$ cat src/rtl/bp_lce_mem_arb.sv
// Arbitrates a cache pipeline and an LCE onto one shared memory command port and routes read data back.
// Define BP_LCE_MEM_ARB_STARVE_EN to enable LCE starvation protection (counter, LCE_PRI state, busy_o).
module bp_lce_mem_arb #(
    parameter int pkt_width_p         = 64,
    parameter int data_width_p        = 512,
    parameter int timeout_max_limit_p = 4
) (
    input  logic                    clk_i,
    input  logic                    reset_n_i,

    input  logic                    cache_v_i,
    input  logic [pkt_width_p-1:0]  cache_pkt_i,
    input  logic                    cache_rd_i,
    output logic                    cache_yumi_o,

    input  logic                    lce_v_i,
    input  logic [pkt_width_p-1:0]  lce_pkt_i,
    input  logic                    lce_rd_i,
    output logic                    lce_yumi_o,

    output logic                    mem_v_o,
    output logic [pkt_width_p-1:0]  mem_pkt_o,
    input  logic                    mem_ready_and_i,
    input  logic [data_width_p-1:0] mem_data_i,

    output logic                    cache_data_v_o,
    output logic                    lce_data_v_o,
    output logic [data_width_p-1:0] data_o,
    output logic                    busy_o
);

    if (timeout_max_limit_p < 1 || timeout_max_limit_p > 15) begin : g_bad_limit
        $error("bp_lce_mem_arb: timeout_max_limit_p must be in 1..15");
    end

    logic lce_pri;
    logic grant_cache;
    logic grant_lce;
    logic accepted_rd;
    logic rd_pending_r;
    logic owner_lce_r;

`ifdef BP_LCE_MEM_ARB_STARVE_EN
    localparam logic [3:0] limit_lp = 4'(timeout_max_limit_p);

    typedef enum logic {
        e_cache_pri,
        e_lce_pri
    } state_e;

    state_e      state_r, state_n;
    logic [3:0]  starve_cnt_r, starve_cnt_n;

    // NOTE: every always_comb output gets a default first so no path can leave it unassigned (no latches).
    always_comb begin
        starve_cnt_n = starve_cnt_r;
        state_n      = state_r;

        // The counter keeps running while memory stalls; only the priority state is frozen.
        if (!lce_v_i || lce_yumi_o)
            starve_cnt_n = '0;
        else if (starve_cnt_r != limit_lp)
            starve_cnt_n = starve_cnt_r + 4'd1;

        if (mem_ready_and_i) begin
            unique case (state_r)
                e_cache_pri: if (lce_v_i && starve_cnt_n == limit_lp) state_n = e_lce_pri;
                e_lce_pri:   if (lce_yumi_o || !lce_v_i)              state_n = e_cache_pri;
                default:     state_n = e_cache_pri;
            endcase
        end
    end

    // NOTE: sequential state uses non-blocking assignments so every register samples pre-edge values.
    always_ff @(posedge clk_i or negedge reset_n_i) begin
        if (!reset_n_i) begin
            state_r      <= e_cache_pri;
            starve_cnt_r <= '0;
        end else begin
            state_r      <= state_n;
            starve_cnt_r <= starve_cnt_n;
        end
    end

    assign lce_pri = (state_r == e_lce_pri);
`else
    assign lce_pri = 1'b0;
`endif

    always_comb begin
        grant_lce    = lce_v_i & (lce_pri | ~cache_v_i);
        grant_cache  = cache_v_i & ~grant_lce;

        // Outputs are forced quiet while reset is held, independent of the registered state.
        cache_yumi_o = reset_n_i & grant_cache & mem_ready_and_i;
        lce_yumi_o   = reset_n_i & grant_lce & mem_ready_and_i;
        mem_v_o      = reset_n_i & (cache_v_i | lce_v_i);
        busy_o       = reset_n_i & lce_pri;
        mem_pkt_o    = '0;
        if (reset_n_i)
            mem_pkt_o = grant_lce ? lce_pkt_i : cache_pkt_i;

        accepted_rd  = (cache_yumi_o & cache_rd_i) | (lce_yumi_o & lce_rd_i);
    end

    // rd_pending is a one-cycle pulse per accepted read; owner only moves when a read is accepted.
    always_ff @(posedge clk_i or negedge reset_n_i) begin
        if (!reset_n_i) begin
            rd_pending_r <= 1'b0;
            owner_lce_r  <= 1'b0;
        end else begin
            rd_pending_r <= accepted_rd;
            if (accepted_rd)
                owner_lce_r <= lce_yumi_o;
        end
    end

    assign cache_data_v_o = reset_n_i & rd_pending_r & ~owner_lce_r;
    assign lce_data_v_o   = reset_n_i & rd_pending_r &  owner_lce_r;
    assign data_o         = mem_data_i;

endmodule

$ cat config.mk
export PLATFORM = sky130hd
export DESIGN_NAME = bp_lce_mem_arb
export DESIGN_NICKNAME = d
export VERILOG_FILES = /design/src/rtl/bp_lce_mem_arb.sv
export SDC_FILE = /design/constraint.sdc
export NUM_CORES = 1
export LEC_CHECK = 0
export BUFFER_PORTS_ARGS = -buffer_cell sky130_fd_sc_hd__buf_2
export CORE_AREA = 3 3 475 477
export CTS_BUF_LIST = sky130_fd_sc_hd__clkbuf_4 sky130_fd_sc_hd__clkbuf_8
export DETAILED_ROUTE_END_ITERATION = 10
export DIE_AREA = 0 0 478 480
export GPL_TIMING_DRIVEN = 1
export SETUP_SLACK_MARGIN = 0.3
export SYNTH_ARGS = -nofsm -noshare
export SYNTH_HDL_FRONTEND = slang
export SYNTH_SLANG_ARGS = --single-unit
export TNS_END_PERCENT = 20
$ cat constraint.sdc
create_clock -name clk_i -period 0.9 [get_ports clk_i]
set_input_delay 0.045 -clock clk_i [delete_from_list [all_inputs] [get_ports clk_i]]
set_output_delay 0.045 -clock clk_i [all_outputs]
set_load 0.01 [all_outputs]
==> flow_metrics.env, run 1 <==
export IMPL_status="finished, violations left"
export IMPL_violations="negative setup slack"
export IMPL_synth_top_area_cell="buf_4"
export IMPL_pwr_density_cell_nw_per_um2=389.3
export IMPL_synth_area_um2=5066
export IMPL_crit_top_cell="buf_12"
export IMPL_cp_top_family="buffers and inverters"
export IMPL_dr_pass1_iters=4
export IMPL_slew_viol_final=0
export IMPL_vias=4413
export IMPL_crit_slowest_cell="and2b_4"
export IMPL_final_cell_mix="buf_2 (153), nand2_1 (101), a21boi_2 (60)"
export IMPL_rr_worst_depth=2
export IMPL_synth_area_leaders="buf_4 (77%), nand2_1 (9.8%), a21boi_1 (8.7%), dfrtp_1 (0.99%), a21boi_0 (0.74%)"
export IMPL_synth_area_per_cell_um2=6.818
export IMPL_tritoncts="built"
export IMPL_critical_path_buf_inv_count=4
export IMPL_start_kind="primary input"
export IMPL_p_total_uw=2822
export IMPL_drive_above_1_share_pct=74.89
export IMPL_cts_path_max_buffers=2
export IMPL_hold_viol=0
export IMPL_cts_root_buf="clkbuf_8"
export IMPL_grt_pass1_wl_um=225800
export IMPL_fp_dieH_um=480
export IMPL_irDropWorstVdd_mv=0.2051
export IMPL_finalNetCount=1099
export IMPL_crit_arrival_ns=1.22
export IMPL_clock_latency_ns=0.21
export IMPL_ys_ff_latch=2
export IMPL_cp_cell_sequence="buf_8, and2b_4, buf_12, buf_12, nand2_1, a21boi_2, buf_2"
export IMPL_end_kind="output pin"
export IMPL_crit_type="in2out"
export IMPL_post_route_period_util_pct=140.6
export IMPL_period_needed_ns=1.266
export IMPL_globalRouteOverflowTotal=0
export IMPL_synth_nets=1390
export IMPL_core_um2=221900
export IMPL_antenna_found_initial=80
export IMPL_grt_max_degree=27
export IMPL_crit_required_ns=0.85
export IMPL_fin_skew_ns=0
export IMPL_worst_slack_ns=-0.3658
export IMPL_dpl_cell_count=3411
export IMPL_path_max_fanout=18
export IMPL_die_width_um=478
export IMPL_final_common_cell="buf_2"
export IMPL_hold_class="in2async"
export IMPL_cts_num_sinks=2
export IMPL_io_pins=1229
export IMPL_postRouteAntennaNets=0
export IMPL_rows=173
export IMPL_routabilityCongestion=0.8316
export IMPL_dp_hpwl_um=211300
export IMPL_final_cell_area_um2=7248
export IMPL_ys_types=16
export IMPL_max_cap_viol_count=0
export IMPL_synth_seq_area_share_pct=0.9879
export IMPL_setup_tns_ns=-17.44
export IMPL_r2r_setup_slack_ns=0.22
export IMPL_synth_top_area_share_pct=76.76
export IMPL_areaGrowthSynthToFinish_pct=43.07
export IMPL_dpl_cell_area_um2=6693
export IMPL_grt_pass1_vias=3734
export IMPL_synth_cells=743
export IMPL_cpPeakStageDelay_ns=0.28
export IMPL_rsz0062_at_grt="yes"
export IMPL_ctsHtreeMaxLevel=1
export IMPL_post_drt_wl_per_cell_um=62.66
export IMPL_drt_total_wl_um=215600
export IMPL_start_util_pct=2.283
export IMPL_fp_dieArea_um2=229400
export IMPL_r2r_end="owner_lce_r"
export IMPL_fmax_mhz=790.0
export IMPL_cts_made_buffers=3
export IMPL_instances_no_fill=3441
export IMPL_clkTransAtPathRegs_ns=0.03
export IMPL_worstReg2RegStart="owner_lce_r"
export IMPL_hold_ws_ns=0.009641
export IMPL_portBuffers=203
export IMPL_drt_iter0_drc=217
export IMPL_remaining_drc_errors=0
export IMPL_hold_buffers=0
export IMPL_synth_warnings=0
export IMPL_setup_viol=67
export IMPL_leakagePower_uw=0.001841
export IMPL_via_per_inst=1.282
export IMPL_grt_total_usage_pct=18.00
worst max path at each step:
stage                     startpoint             to  slack [ns]  cells past startpoint
after global routing       cache_v_i  mem_pkt_o[16]       -0.40                      7
after floorplan            cache_v_i  mem_pkt_o[24]        0.13                      5
after CTS                  cache_v_i   mem_pkt_o[5]       -0.37                      7
final                      cache_v_i  mem_pkt_o[21]       -0.37                      7
after global placement     cache_v_i   mem_pkt_o[1]       -0.71                      7
after detailed placement   cache_v_i   mem_pkt_o[1]       -0.70                      7
worst min-delay path, cell delays in order:
cell and delay [ns]:
buf_8 0.08, buf_16 0.19, buf_6 0.15
final cells by class:
type	instances	area, um2
antenna	16	40.04
sequential	2	50.05
multi-input combinational	207	1406
clock buffer	3	41.29
fill	26440	214600
tap	2975	3722
timing repair buffer	238	1988
report_power, final:
group / switching, uW / internal, uW / total, uW
logic: 1300 / 1050 / 2350
clock network: 75.5 / 283 / 359
registers: 7.73 / 101 / 109
total: 1380 / 1440 / 2820
cell usage after synthesis, drive strengths merged:
cell    instances
conb            1
nor2            2
and2b           1
a21oi           1
dfrtp           2
nand2         132
clkbuf          6
and3            2
buf           528
nand2b          1
o21ai           2
a21boi         64
o21a            1
sequential cells by signal (all words and copies together) (netlist names):
name and flops:
owner_lce_r 1, rd_pending_r 1
through the flow:
step	setup slack (ns)	util [%]
final	-0.3658	3.267
after floorplan	0.1270	-
after global routing	-0.3982	3.259
after detailed placement	-0.7022	3.017
after global placement	-0.7098	3.017
after CTS	-0.3708	3.204
repair_timing:
item / CTS / global route
cloned: 2 / 0
buffers inserted: 5 / 4
pin swaps: 3 / 1
endpoints found under the setup margin: 71 / 71
gates resized for setup: 85 / 20
routing by layer:
layer | track usage, % | part of all wire, %
met1 | 3.627 | 7.1
met2 | 27.34 | 42
met3 | 39.13 | 46
met4 | 6.177 | 4.5
met5 | 0 | 0.16
cell families (layout without fill, tap and decap cells):
logic type / after synthesis / after routing / synth area share, %
simple gates: 138 / 138 / 10.45
compound gates: 68 / 68 / 9.928
flops: 2 / 2 / 0.9879
buf+inv: 534 / 241 / 78.56
other cells: 1 / 17 / 0.07402
(Power assumes the default switching activity.)
==> inputs of run 2 (changes only) <==
- PLACE_DENSITY_LB_ADDON: unset -> 0.05
==> run 2 against run 1 <==
The run still ends with negative setup slack left. Sequential cell count did not move. Hold slack improved by 0.080 ns. Combinational power rose by 6%. Largest cell class unchanged. Largest power group unchanged.
==> flow_metrics.env, run 2 (same netlist as run 1, synthesis figures left out) <==
export IMPL_critical_path_buf_inv_count=5
export IMPL_cpPeakStageDelay_ns=0.30
export IMPL_start_kind="primary input"
export IMPL_grt_max_degree=33
export IMPL_tritoncts="built"
export IMPL_clock_latency_ns=0.21
export IMPL_grt_total_usage_pct=5.114
export IMPL_cts_num_sinks=2
export IMPL_diodes=0
export IMPL_grt_pass1_vias=4084
export IMPL_globalRouteOverflowTotal=0
export IMPL_pwr_density_cell_nw_per_um2=401.1
export IMPL_dpl_cell_area_um2=6502
export IMPL_fp_dieH_um=480
export IMPL_worstReg2RegStart="owner_lce_r"
export IMPL_period_needed_ns=1.251
export IMPL_crit_arrival_ns=1.21
export IMPL_cts_made_buffers=3
export IMPL_cp_cell_sequence="buf_8, and2b_4, buf_12, buf_16, nand2_4, a21boi_2, buf_4, buf_12"
export IMPL_antenna_found_initial=32
export IMPL_end_kind="output pin"
export IMPL_cp_startpoint="cache_v_i"
export IMPL_cts_path_max_buffers=2
export IMPL_hold_viol=0
export IMPL_dr_pass1_iters=4
export IMPL_slew_viol_final=0
export IMPL_ctsHtreeMaxLevel=1
export IMPL_status="finished, violations left"
export IMPL_leakagePower_uw=0.001985
export IMPL_irDropWorstVdd_mv=0.2645
export IMPL_drt_iter0_drc=72
export IMPL_routabilityCongestion=0.6010
export IMPL_rsz0062_at_grt="yes"
export IMPL_start_util_pct=2.283
export IMPL_rows=173
export IMPL_io_pins=1229
export IMPL_p_total_uw=2968
export IMPL_worst_slack_ns=-0.3514
export IMPL_path_max_fanout=8
export IMPL_crit_type="in2out"
export IMPL_crit_slowest_cell="and2b_4"
export IMPL_via_per_inst=1.034
export IMPL_drt_total_wl_um=62710
export IMPL_fmax_mhz=799.1
export IMPL_final_cell_area_um2=7400
export IMPL_crit_top_cell="buf_12"
export IMPL_hold_start="mem_data_i[114]"
export IMPL_grt_pass1_wl_um=71300
export IMPL_fin_skew_ns=0
export IMPL_max_cap_viol_count=0
export IMPL_post_drt_wl_per_cell_um=18.28
export IMPL_die_width_um=478
export IMPL_remaining_drc_errors=0
export IMPL_finalNetCount=1105
export IMPL_fp_dieArea_um2=229400
export IMPL_cp_top_family="buffers and inverters"
export IMPL_postRouteAntennaNets=0
export IMPL_vias=3549
export IMPL_setup_viol=69
export IMPL_core_um2=221900
export IMPL_top_regs="owner_lce_r (1), rd_pending_r (1)"
export IMPL_portBuffers=203
export IMPL_hold_class="in2out"
export IMPL_post_route_period_util_pct=139.0
export IMPL_final_cell_mix="buf_2 (164), nand2_1 (94), a21boi_2 (50)"
export IMPL_dp_hpwl_um=55590
export IMPL_areaGrowthSynthToFinish_pct=46.06
export IMPL_violations="negative setup slack"
export IMPL_final_common_cell="buf_2"
export IMPL_drive_above_1_share_pct=76.10
export IMPL_cts_root_buf="clkbuf_8"
export IMPL_crit_required_ns=0.85
## run 2: cell types whose count changed in the layout (fill, tap and decap cells not counted), sizes merged
cell and delta:
diode -16, clkbuf +1, buf +4, dlygate4sd3 +1
## run 2: per-layer routing
metal  wire length [um]  vias to the layer above  track usage (%)
met5                 20                        -                0
met4               4904                        2            3.235
met3              11960                      310            4.206
met2              29210                      612            8.530
met1              16610                     1430            4.060
li1                   -                     1195                -
## run 2: cell type report
| class | instances | area, um2 |
|---|---|---|
| repair buffers | 244 | 2068 |
| well taps | 2975 | 3722 |
| flip-flops and latches | 2 | 50.05 |
| fillers | 26540 | 214500 |
| clock buffers | 3 | 41.29 |
| multi-input cells | 207 | 1518 |
## run 2: worst paths after layout
kind                                end  slack, ns  cells after the start
hold / removal              data_o[114]       0.09                      0
setup / recovery           mem_pkt_o[1]      -0.35                      8
max in group asynchronous   owner_lce_r       0.32                      3
hold reg to reg             owner_lce_r       0.57                      2
setup reg to reg            owner_lce_r       0.21                      2
min in group asynchronous  rd_pending_r       0.43                      3
## run 2: where the power goes
group          total, uW  internal [uW]  switching, uW
clock                353            283           70.5
combinational       2500           1110           1400
sequential           110            101           9.25
## run 2: what timing repair did
action	CTS	global route
gates resized for setup	75	67
gates cloned	6	1
endpoints found under the setup margin	71	71
buffers inserted	13	3
pin swaps	15	15
endpoints found under the hold margin	2	2
## run 2: worst register-to-register path, stage by stage (launching register included)
cell     delay [ns]
dfrtp_1        0.39
o21ai_0        0.08
o21ai_0        0.09
## run 2: through the flow
stage / instances / util, % / hold slack [ns] / TNS [ns] / setup slack [ns]
6_report: 3431 / 3.335 / 0.09000 / -18.81 / -0.3514
2_1_floorplan: 743 / - / -0.2506 / 0 / 0.1270
3_5_place_dp: 3404 / 2.931 / 0.04639 / -25.30 / -0.7524
5_1_grt: 3431 / 3.335 / 0.09002 / -23.88 / -0.4299
4_1_cts: 3426 / 3.210 / -0.1746 / -22.53 / -0.4262
3_3_place_gp: 3404 / 2.931 / 0.04964 / -24.59 / -0.6561
